==> config.mk <==
export PLATFORM = sky130hd
export DESIGN_NAME = regfile_write_arbiter
export DESIGN_NICKNAME = d
export VERILOG_FILES = /design/src/rtl/regfile_write_arbiter_pkg.sv /design/src/rtl/regfile_write_arbiter_wb_pending_fifo.sv /design/src/rtl/regfile_write_arbiter.sv
export SDC_FILE = /design/constraint.sdc
export NUM_CORES = 1
export LEC_CHECK = 0
export CAP_MARGIN = 30
export CORE_AREA = 2 2 104 106
export CTS_CLUSTER_DIAMETER = 40
export CTS_CLUSTER_SIZE = 8
export DETAILED_ROUTE_END_ITERATION = 16
export DIE_AREA = 0 0 106 108
export DONT_BUFFER_PORTS = 1
export SLEW_MARGIN = 20
export SYNTH_ARGS = -nofsm -noshare
export SYNTH_HDL_FRONTEND = slang
export SYNTH_SLANG_ARGS = --single-unit
==> constraint.sdc <==
create_clock -name Clock -period 3.9 [get_ports Clock]
set_clock_uncertainty 0.15 [all_clocks]
set_input_delay 0.585 -clock Clock [delete_from_list [all_inputs] [get_ports Clock]]
set_output_delay 0.585 -clock Clock [all_outputs]
set_load 0.1 [all_outputs]
==> src/rtl/regfile_write_arbiter_pkg.sv <==
// Shared types and constants for the register-file write-port arbiter and its pending queue.
package regfile_write_arbiter_pkg;

  localparam int unsigned REG_IDX_W            = 5;
  localparam int unsigned DATA_W               = 32;
  localparam logic [REG_IDX_W-1:0] ZERO_REG    = '0;
  localparam int unsigned DEFAULT_DEPTH        = 2;
  localparam int unsigned DEFAULT_STARVE_LIMIT = 4;

  typedef struct packed {
    logic                 valid;
    logic [REG_IDX_W-1:0] dest;
    logic [DATA_W-1:0]    data;
  } pendEntry_t;

endpackage

==> src/rtl/regfile_write_arbiter_wb_pending_fifo.sv <==
// Circular queue of pending multi-cycle results with per-entry valid bits,
// parallel destination compare for WAW squash and decode-stage hazard query.
module wb_pending_fifo
  import regfile_write_arbiter_pkg::*;
#(
  parameter int unsigned DEPTH = DEFAULT_DEPTH
) (
  input  logic                 clock,
  input  logic                 resetN,
  input  logic                 enq,
  input  logic [REG_IDX_W-1:0] enqDest,
  input  logic [DATA_W-1:0]    enqData,
  input  logic                 deq,
  input  logic                 squashEn,
  input  logic [REG_IDX_W-1:0] squashDest,
  input  logic [REG_IDX_W-1:0] queryReg1,
  input  logic [REG_IDX_W-1:0] queryReg2,
  output logic                 queryHit,
  output logic                 notEmpty,
  output logic                 notFull,
  output pendEntry_t           head
);

  localparam int unsigned PTR_W = (DEPTH > 1) ? $clog2(DEPTH) : 1;
  localparam int unsigned CNT_W = $clog2(DEPTH + 1);

  pendEntry_t           mem [DEPTH];
  logic [PTR_W-1:0]     headPtr;
  logic [PTR_W-1:0]     tailPtr;
  logic [CNT_W-1:0]     count;

  function automatic logic [PTR_W-1:0] nextPtr(input logic [PTR_W-1:0] p);
    return (p == PTR_W'(DEPTH - 1)) ? '0 : p + 1'b1;
  endfunction

  always_ff @(posedge clock) begin
    if (!resetN) begin
      headPtr <= '0;
      tailPtr <= '0;
      count   <= '0;
      for (int unsigned i = 0; i < DEPTH; i++) mem[i].valid <= 1'b0;
    end else begin
      for (int unsigned i = 0; i < DEPTH; i++)
        if (squashEn && mem[i].valid && mem[i].dest == squashDest) mem[i].valid <= 1'b0;
      // Popped slots lose their valid bit so stale entries never raise a query hit.
      if (deq) begin
        mem[headPtr].valid <= 1'b0;
        headPtr            <= nextPtr(headPtr);
      end
      if (enq) begin
        mem[tailPtr] <= '{valid: 1'b1, dest: enqDest, data: enqData};
        tailPtr      <= nextPtr(tailPtr);
      end
      count <= count + CNT_W'(enq) - CNT_W'(deq);
    end
  end

  always_comb begin
    queryHit = 1'b0;
    for (int unsigned i = 0; i < DEPTH; i++)
      if (mem[i].valid && mem[i].dest != ZERO_REG &&
          (mem[i].dest == queryReg1 || mem[i].dest == queryReg2))
        queryHit = 1'b1;
  end

  assign notEmpty = (count != '0);
  assign notFull  = (count != CNT_W'(DEPTH));
  assign head     = mem[headPtr];

endmodule

==> src/rtl/regfile_write_arbiter.sv <==
// Shares the register-file write port between pipeline write-back (priority)
// and buffered multi-cycle results; flags pending-destination reads and starvation.
module regfile_write_arbiter
  import regfile_write_arbiter_pkg::*;
#(
  parameter int unsigned DEPTH        = DEFAULT_DEPTH,
  parameter int unsigned STARVE_LIMIT = DEFAULT_STARVE_LIMIT
) (
  input  logic                 Clock,
  input  logic                 Reset,
  input  logic                 WB_RegWrite,
  input  logic [REG_IDX_W-1:0] WB_Dest,
  input  logic [DATA_W-1:0]    WB_Data,
  input  logic                 MD_Valid,
  input  logic [REG_IDX_W-1:0] MD_Dest,
  input  logic [DATA_W-1:0]    MD_Data,
  output logic                 MD_Ready,
  output logic                 RF_WriteEnable,
  output logic [REG_IDX_W-1:0] RF_WriteReg,
  output logic [DATA_W-1:0]    RF_WriteData,
  input  logic [REG_IDX_W-1:0] Query_Reg1,
  input  logic [REG_IDX_W-1:0] Query_Reg2,
  output logic                 Query_Hit,
  output logic                 Stall_Req
);

  localparam int unsigned SC_W = $clog2(STARVE_LIMIT + 1);

  logic            wbActive;
  logic            mdFire;
  logic            headLive;
  logic            directWrite;
  logic            enq;
  logic            deq;
  logic            notEmpty;
  logic            notFull;
  logic            queryHit;
  pendEntry_t      head;
  logic [SC_W-1:0] starveCnt;

  wb_pending_fifo #(.DEPTH(DEPTH)) uFifo (
    .clock      (Clock),
    .resetN     (Reset),
    .enq        (enq),
    .enqDest    (MD_Dest),
    .enqData    (MD_Data),
    .deq        (deq),
    .squashEn   (wbActive),
    .squashDest (WB_Dest),
    .queryReg1  (Query_Reg1),
    .queryReg2  (Query_Reg2),
    .queryHit   (queryHit),
    .notEmpty   (notEmpty),
    .notFull    (notFull),
    .head       (head)
  );

  assign MD_Ready  = Reset && notFull;
  assign Query_Hit = Reset && queryHit;

  always_comb begin
    wbActive       = WB_RegWrite && (WB_Dest != ZERO_REG);
    mdFire         = MD_Valid && MD_Ready;
    headLive       = notEmpty && head.valid;
    directWrite    = !wbActive && !notEmpty && mdFire && (MD_Dest != ZERO_REG);
    // A squashed head is popped even while write-back holds the port.
    deq            = Reset && notEmpty && (!head.valid || !wbActive);
    // The in-flight MD result is older than a same-cycle WB write to the same register.
    enq            = mdFire && (MD_Dest != ZERO_REG) && !directWrite &&
                     !(wbActive && MD_Dest == WB_Dest);
    RF_WriteEnable = 1'b0;
    RF_WriteReg    = '0;
    RF_WriteData   = '0;
    if (Reset) begin
      if (wbActive) begin
        RF_WriteEnable = 1'b1;
        RF_WriteReg    = WB_Dest;
        RF_WriteData   = WB_Data;
      end else if (headLive) begin
        RF_WriteEnable = 1'b1;
        RF_WriteReg    = head.dest;
        RF_WriteData   = head.data;
      end else if (directWrite) begin
        RF_WriteEnable = 1'b1;
        RF_WriteReg    = MD_Dest;
        RF_WriteData   = MD_Data;
      end
    end
  end

  always_ff @(posedge Clock) begin
    if (!Reset) begin
      starveCnt <= '0;
      Stall_Req <= 1'b0;
    end else if (deq) begin
      starveCnt <= '0;
      Stall_Req <= 1'b0;
    end else if (headLive && wbActive) begin
      if (starveCnt != SC_W'(STARVE_LIMIT)) starveCnt <= starveCnt + 1'b1;
      if (starveCnt >= SC_W'(STARVE_LIMIT - 1)) Stall_Req <= 1'b1;
    end
  end

endmodule

==> results of run 1 <==
-- stage by stage --
step                      instance area [sq um]  setup slack, ns  hold WS (ns)
after detailed placement                   5060            0.863         0.356
after global routing                       5240            0.370         0.150
after global placement                     5060            0.868         0.348
final                                      5240            0.628         0.174
after floorplan                            4520            0.146         0.300
after CTS                                  5240            0.595         0.154
-- area by class of cell --
cell class / count / area (sq um) / share of cell area, %
Clock buffer: 10 / 128 / 2.44
Sequential cell: 85 / 2440 / 46.7
Inverter: 9 / 33.8 / 0.645
Clock inverter: 6 / 48.8 / 0.932
Tap cell: 136 / 170 / 3.25
Multi-Input combinational cell: 293 / 2020 / 38.6
Timing Repair Buffer: 47 / 390 / 7.46
-- cells in the mapped netlist, types with 2 or more instances --
library cell  count
a21oi_1          39
a31o_2            2
a31oi_1           2
buf_2             9
buf_4             2
buf_6             2
clkbuf_1         12
clkbuf_2          4
dfxtp_1          11
edfxtp_1         74
ha_1              4
inv_1             8
mux2i_1          40
nand2_1           3
nand3_1           2
nand4_1           2
nor2_1           52
nor3_1            9
o2111ai_1         2
o211ai_1          3
o21ai_0          62
o21ai_1          15
o22ai_1           2
or4_1             4
xnor2_1          16
xor2_1           22
-- cell families (layout without fill, tap and decap cells) --
family / count (synthesis) / after routing / synth area share (%)
AOI/OAI and AO/OA: 134 / 134 / 16.7
buffers and inverters: 38 / 72 / 4.02
muxes: 40 / 40 / 8.88
xor gates and xnor gates: 38 / 38 / 7.38
and+or+nand+nor: 77 / 77 / 7.74
DFF: 85 / 85 / 54.1
adders and majority gates: 4 / 4 / 1.11
-- registers in the layout (all words and copies together) (netlist names), named ones only --
| register | flops |
|---|---|
| uFifo.mem | 76 |
| starveCnt | 3 |
| uFifo.count | 2 |
| Stall_Req | 1 |
| uFifo.headPtr | 1 |
| uFifo.tailPtr | 1 |
-- routing by layer --
metal | vias up | GRT usage, %
li1 | 1581 | -
met5 | - | 0
met4 | 0 | 6.20
met3 | 14 | 3.80
met2 | 90 | 31.6
met1 | 1559 | 24.1
-- power groups by stage --
| stage | sequential [W] | clock (W) | combinational, W |
|---|---|---|---|
| after floorplan | 0.00114 | 0 | 0.000780 |
| after global placement | 0.00115 | 0 | 0.000971 |
| final | 0.00114 | 0.000558 | 0.000983 |
| after global routing | 0.00114 | 0.000613 | 0.00106 |
| after CTS | 0.00113 | 0.000573 | 0.000986 |
| after detailed placement | 0.00116 | 0 | 0.000982 |
-- worst max-delay path, delay by kind of cell (launching register included) --
| family | cells | cell delay (ns) |
|---|---|---|
| compound gates | 3 | 0.88 |
| simple gates | 1 | 0.06 |
| buf+inv | 2 | 0.62 |
| mux | 1 | 0.26 |
| flops | 1 | 0.34 |
-- worst max path at each step --
stage / from / endpoint / slack (ns) / depth (start not counted)
3_3_place_gp: WB_Dest[4] / RF_WriteReg[4] / 0.87 / 7
5_1_grt: flip-flop / RF_WriteReg[4] / 0.37 / 7
6_report: flip-flop / RF_WriteReg[4] / 0.63 / 7
4_1_cts: flip-flop / RF_WriteReg[4] / 0.59 / 7
3_5_place_dp: WB_Dest[4] / RF_WriteReg[4] / 0.86 / 7
2_1_floorplan: WB_Dest[4] / uFifo.mem[1][0] / 0.15 / 5
==> summary.md, run 1 <==
| Metric | Value |
|---|---|
| Met2 routed WL | 5.17 mm |
| Comb power frac | 36.7% |
| Synth area leaders | edfxtp_1 (49%), mux2i_1 (8.9%), o21ai_0 (6.9%), dfxtp_1 (4.9%), a21oi_1 (4.3%) |
| Tmin final | approximately 3.3 ns |
| Layout Cells excl Fill | 586 |
| CP max stage cell | a21o_1 |
| Final wirelength | 10.4 mm |
| Worst slew pin tran | slightly below 1 ns |
| Synth unique cells | 39 |
| Final Max Slew Viols | 0 |
| Routed Antenna Nets | 0 |
| CP Cell Sequence | mux2i_1 -> a21o_1 -> buf_4 -> o21ai_0 -> a21oi_1 -> nor3_4 -> buf_4 |
| Asr flop ratio synth | 0% |
| R2R depth | 6 |
| Cell row count | 37 |
| Ys Warns | 0 |
| Hold_sp | MD_Data[11] |
| Clock Latency Late Sink | 0.35 ns |
| Register area share after synthesis | 54.1% |
| Final TNS setup | 0 ns |
| Vias/cell | 5.54 |
| Post-Syn Instances | 416 |
| Setup bufs post-CTS | 0 |
| Final hold vios | 0 |
| Post-synth top area cell | edfxtp_1 |
| DRT iter0 DRCs | 202 |
| Die H | between 100 and 150 um |
| Clock Sinks | 85 |
| # DRC | 0 |
| Crit Path Category | reg -> out |
| Die footprint | 11400 sq um |
| Seq pwr share | between 40% and 50% |
| P_leak | 1.75 nW |
| Remaining Overflow, GRT | 0 |
| Synth Flop Type | edfxtp_1 |
| PD cells | 511 nW/um^2 |
| Width of the die | 106 um |
| Top cell by count, worst path | buf_4 |
| RR Startpoint | uFifo.count[1] |
| WL/cell | 17.8 um |
| Share of layout cells above drive strength 1 | 25.6% |
| Core Area | around 10000 sq um |
| TritonCTS clock tree | done |
| Top sig layer | met4 |
| Fillers | 917 |
| Final period util | 83.9% |
| Met1 WL | between 4 and 5 mm |
| Setup crit end kind | output port |
| Yosys top cell area share | about half |
| Syn_area_per_cell | between 10 and 15 sq um |
| R2r setup slk | between 1.5 and 2 ns |
| Hold_buf cts | 0 |
| Crit path DAT | 2.54 ns |
| Clock transition at path regs | 0.09 ns |
| Highest-count cells in the layout ignoring fill and taps | edfxtp_1 (74), o21ai_0 (62), buf_4 (44) |
| IO Count | around 130 |
| Clock root cell | clkbuf_8 |
| H-tree depth | 3 |
| Data required, critical path | 3.16 ns |
| Net Sw Frac | 40.1% |
| Hold EP | uFifo.mem[1][11] |
| Cell area after synthesis | 4510 sq um |
| FF-to-FF End | uFifo.mem[1][36] |
| Design Power | 0.00268 W |
| Area delta synth->final | 16.1% |
| Number of global-route vias before repair | roughly 3300 |
| Commonest non-fill, non-tap cell in the layout | edfxtp_1 |
| Status | completed |
| Post-CTS Resized | 0 |
| Max clock buf depth | 2 |
| Clock Power Share | 20.8% |
| Initial antenna violation count | 0 |
| TritonRoute pass-1 iters | 4 |
| Largest incremental delay on the critical path | 0.51 ns |
| Internal Power | around 0.0016 W |
| GRT Overall Usage | between 10% and 20% |
| Hold Crit Depth | 0 |
| Switching power | approximately 0.0011 W |
| Vias | 3244 |
| EDFF count, synth | 74 |
| Hpwl dp | 7.04 mm |
| Highest Clock Rate | 306 MHz |
| Max Cap Viol | 0 |
| Flops & latches, synth | 85 |
| Nets | 537 |
| # setup viols final | 0 |
| RSZ-0062 raised after global routing | no |
| Inserted Clock Buffers | 9 |
| Hold Path Class | in -> reg |
| Met3 WL | 613 um |
| Largest net degree at the start of global routing | 75 |
| Diodes inserted | 0 |
| I/O Buffers | 0 |
| Routability Congestion | 0.794 |
| Initial core utilization | 44.1% |
| Core Util, Final | 51.2% |
| Peak supply drop | 373 uV |
| DP Cell Count | 570 |
| Mapped Nets | 508 |
| First-pass GRT wire length | 16.6 mm |
| Setup crit start kind | flip-flop |
| CP Max Fanout | 24 |
| Worst rel slew slack | 35.5% |
Power figures use the tool's default switching activity.
==> inputs of run 2 (changes only) <==
- clock period: 3.9 -> 3.3 ns (I/O delays scaled with it)
==> summary.md, run 2 (synthesized netlist as in run 1, its figures left out) <==
| Metric | Value |
|---|---|
| Design Power | 0.00335 W (+25%) |
| Hpwl dp | 7.36 mm (+4.5%) |
| # setup viols final | 0 (unchanged) |
| Highest Clock Rate | 345 MHz |
| Number of global-route vias before repair | 3323 (+0.58%) |
| Setup crit end kind | output port |
| Setup bufs post-CTS | 0 (unchanged) |
| Clock Sinks | 85 (unchanged) |
| Setup crit start kind | input pin |
| Nets | 541 (+0.74%) |
| Max Cap Viol | 0 (unchanged) |
| RR Startpoint | uFifo.count[1] |
| Clock Latency Late Sink | 0.34 ns (about the same) |
| Area delta synth->final | 27.5% |
| Layout Cells excl Fill | 590 (+0.68%) |
| First-pass GRT wire length | 16.5 mm (-0.54%) |
| GRT Overall Usage | 18.4% (-0.22 points) |
| H-tree depth | 3 (unchanged) |
| Hold_buf cts | 0 (unchanged) |
| Final TNS setup | 0 ns (unchanged) |
| DP Cell Count | 574 (+0.70%) |
| Routed Antenna Nets | 0 (unchanged) |
| Max clock buf depth | 2 (unchanged) |
| Inserted Clock Buffers | 9 (unchanged) |
| Remaining Overflow, GRT | 0 (unchanged) |
| WL/cell | 17.8 um (-0.30%) |
| Die footprint | 11400 sq um (unchanged) |
| Hold Path Class | in -> reg |
| Data required, critical path | 2.65 ns (-0.51 ns) |
| Share of layout cells above drive strength 1 | 25.8% (+0.22 points) |
| Die H | 108 um (unchanged) |
| Post-CTS Resized | 0 (unchanged) |
| Diodes inserted | 0 (unchanged) |
| Core Area | 10200 sq um (unchanged) |
| CP Max Fanout | 30 (+25%) |
| DRT iter0 DRCs | 130 (-36%) |
| Cell row count | 37 (unchanged) |
| Crit path DAT | 2.25 ns (-0.29 ns) |
| Largest net degree at the start of global routing | 45 (-40%) |
| Critical path startpoint | WB_Dest[4] |
| Worst rel slew slack | 34.6% (-0.84 points) |
| P_leak | 1.91 nW (+9.7%) |
| Final wirelength | 10.5 mm (+0.38%) |
| Routability Congestion | 0.833 (+4.9%) |
| Tmin final | 2.90 ns |
| IO Count | 129 (unchanged) |
| Initial core utilization | 44.1% (unchanged) |
| Width of the die | 106 um (unchanged) |
| Initial antenna violation count | 0 (unchanged) |
| Final Max Slew Viols | 0 (unchanged) |
| Vias | 3270 (+0.80%) |
| Most flops, register | uFifo.mem |
| Clock root cell | clkbuf_8 |
| Crit Path Category | in -> out |
| Final hold vios | 0 (unchanged) |
| Clock transition at path regs | 0.08 ns (about the same) |
| I/O Buffers | 0 (unchanged) |
| Max reg flops | 76 (unchanged) |
| Commonest non-fill, non-tap cell in the layout | edfxtp_1 |
| Status | completed |
| Vias/cell | 5.54 (+0.12%) |
| RSZ-0062 raised after global routing | no |
| # DRC | 0 (unchanged) |
| TritonRoute pass-1 iters | 4 (unchanged) |
| Final period util | 87.8% |
| PD cells | 582 nW/um^2 (+14%) |
| Worst slew pin tran | 0.979 ns (+0.0125 ns) |
| Peak supply drop | 350 uV (-6.1%) |
| Top flop regs | uFifo.mem: 76 flops, starveCnt: 3 flops, uFifo.count: 2 flops |
| TritonCTS clock tree | done |
| Hold_sp | MD_Data[3] |
| Highest-count cells in the layout ignoring fill and taps | edfxtp_1 (74), o21ai_0 (62), buf_12 (41) |
==> run 2: worst paths after layout <==
check	end	depth (start not counted)	slack, ns
min	uFifo.mem[0][3]	0	0.09
max	RF_WriteData[3]	8	0.40
min reg2reg	uFifo.tailPtr	1	0.38
max reg2reg	uFifo.mem[1][19]	6	1.06
==> run 2: metal layers <==
layer / vias up / share of wire (%) / track usage, %
met5: - / 0 / 0
met4: 0 / 1.2 / 6.48
met3: 12 / 6.7 / 4.76
met2: 105 / 50 / 31.1
met1: 1566 / 42 / 23.1
li1: 1587 / - / -
==> run 2: final cells by class <==
type,count,area (sq um)
fillers,865,4480
well taps,136,170
clock buffers,12,135
repair buffers,51,896
multi-input cells,293,2020
inverters,9,33.8
flip-flops and latches,85,2440
clock inverters,4,48.8
==> run 2: metrics by stage <==
step / area [sq um] / util, % / hold slack, ns / setup WS [ns]
2_1_floorplan: 4610 / - / 0.310 / 0.0365
3_3_place_gp: 5570 / 54.4 / 0.345 / 0.440
3_5_place_dp: 5570 / 54.4 / 0.362 / 0.414
4_1_cts: 5750 / 56.2 / 0.0733 / 0.407
5_1_grt: 5750 / 56.2 / 0.0591 / 0.283
6_report: 5750 / 56.2 / 0.0876 / 0.402
==> run 2: worst max-delay path, cell delays in order <==
cell	delay (ns)
or3_4	0.40
o31ai_4	0.38
buf_12	0.24
buf_12	0.18
o21ai_0	0.11
a21oi_1	0.19
nor2_2	0.08
buf_12	0.17
==> run 2: report_power, final <==
part	switching (W)	total [W]	internal, W
clock	0.000356	0.000706	0.000350
sequential	0.0000655	0.00134	0.00127
combinational	0.000835	0.00130	0.000466
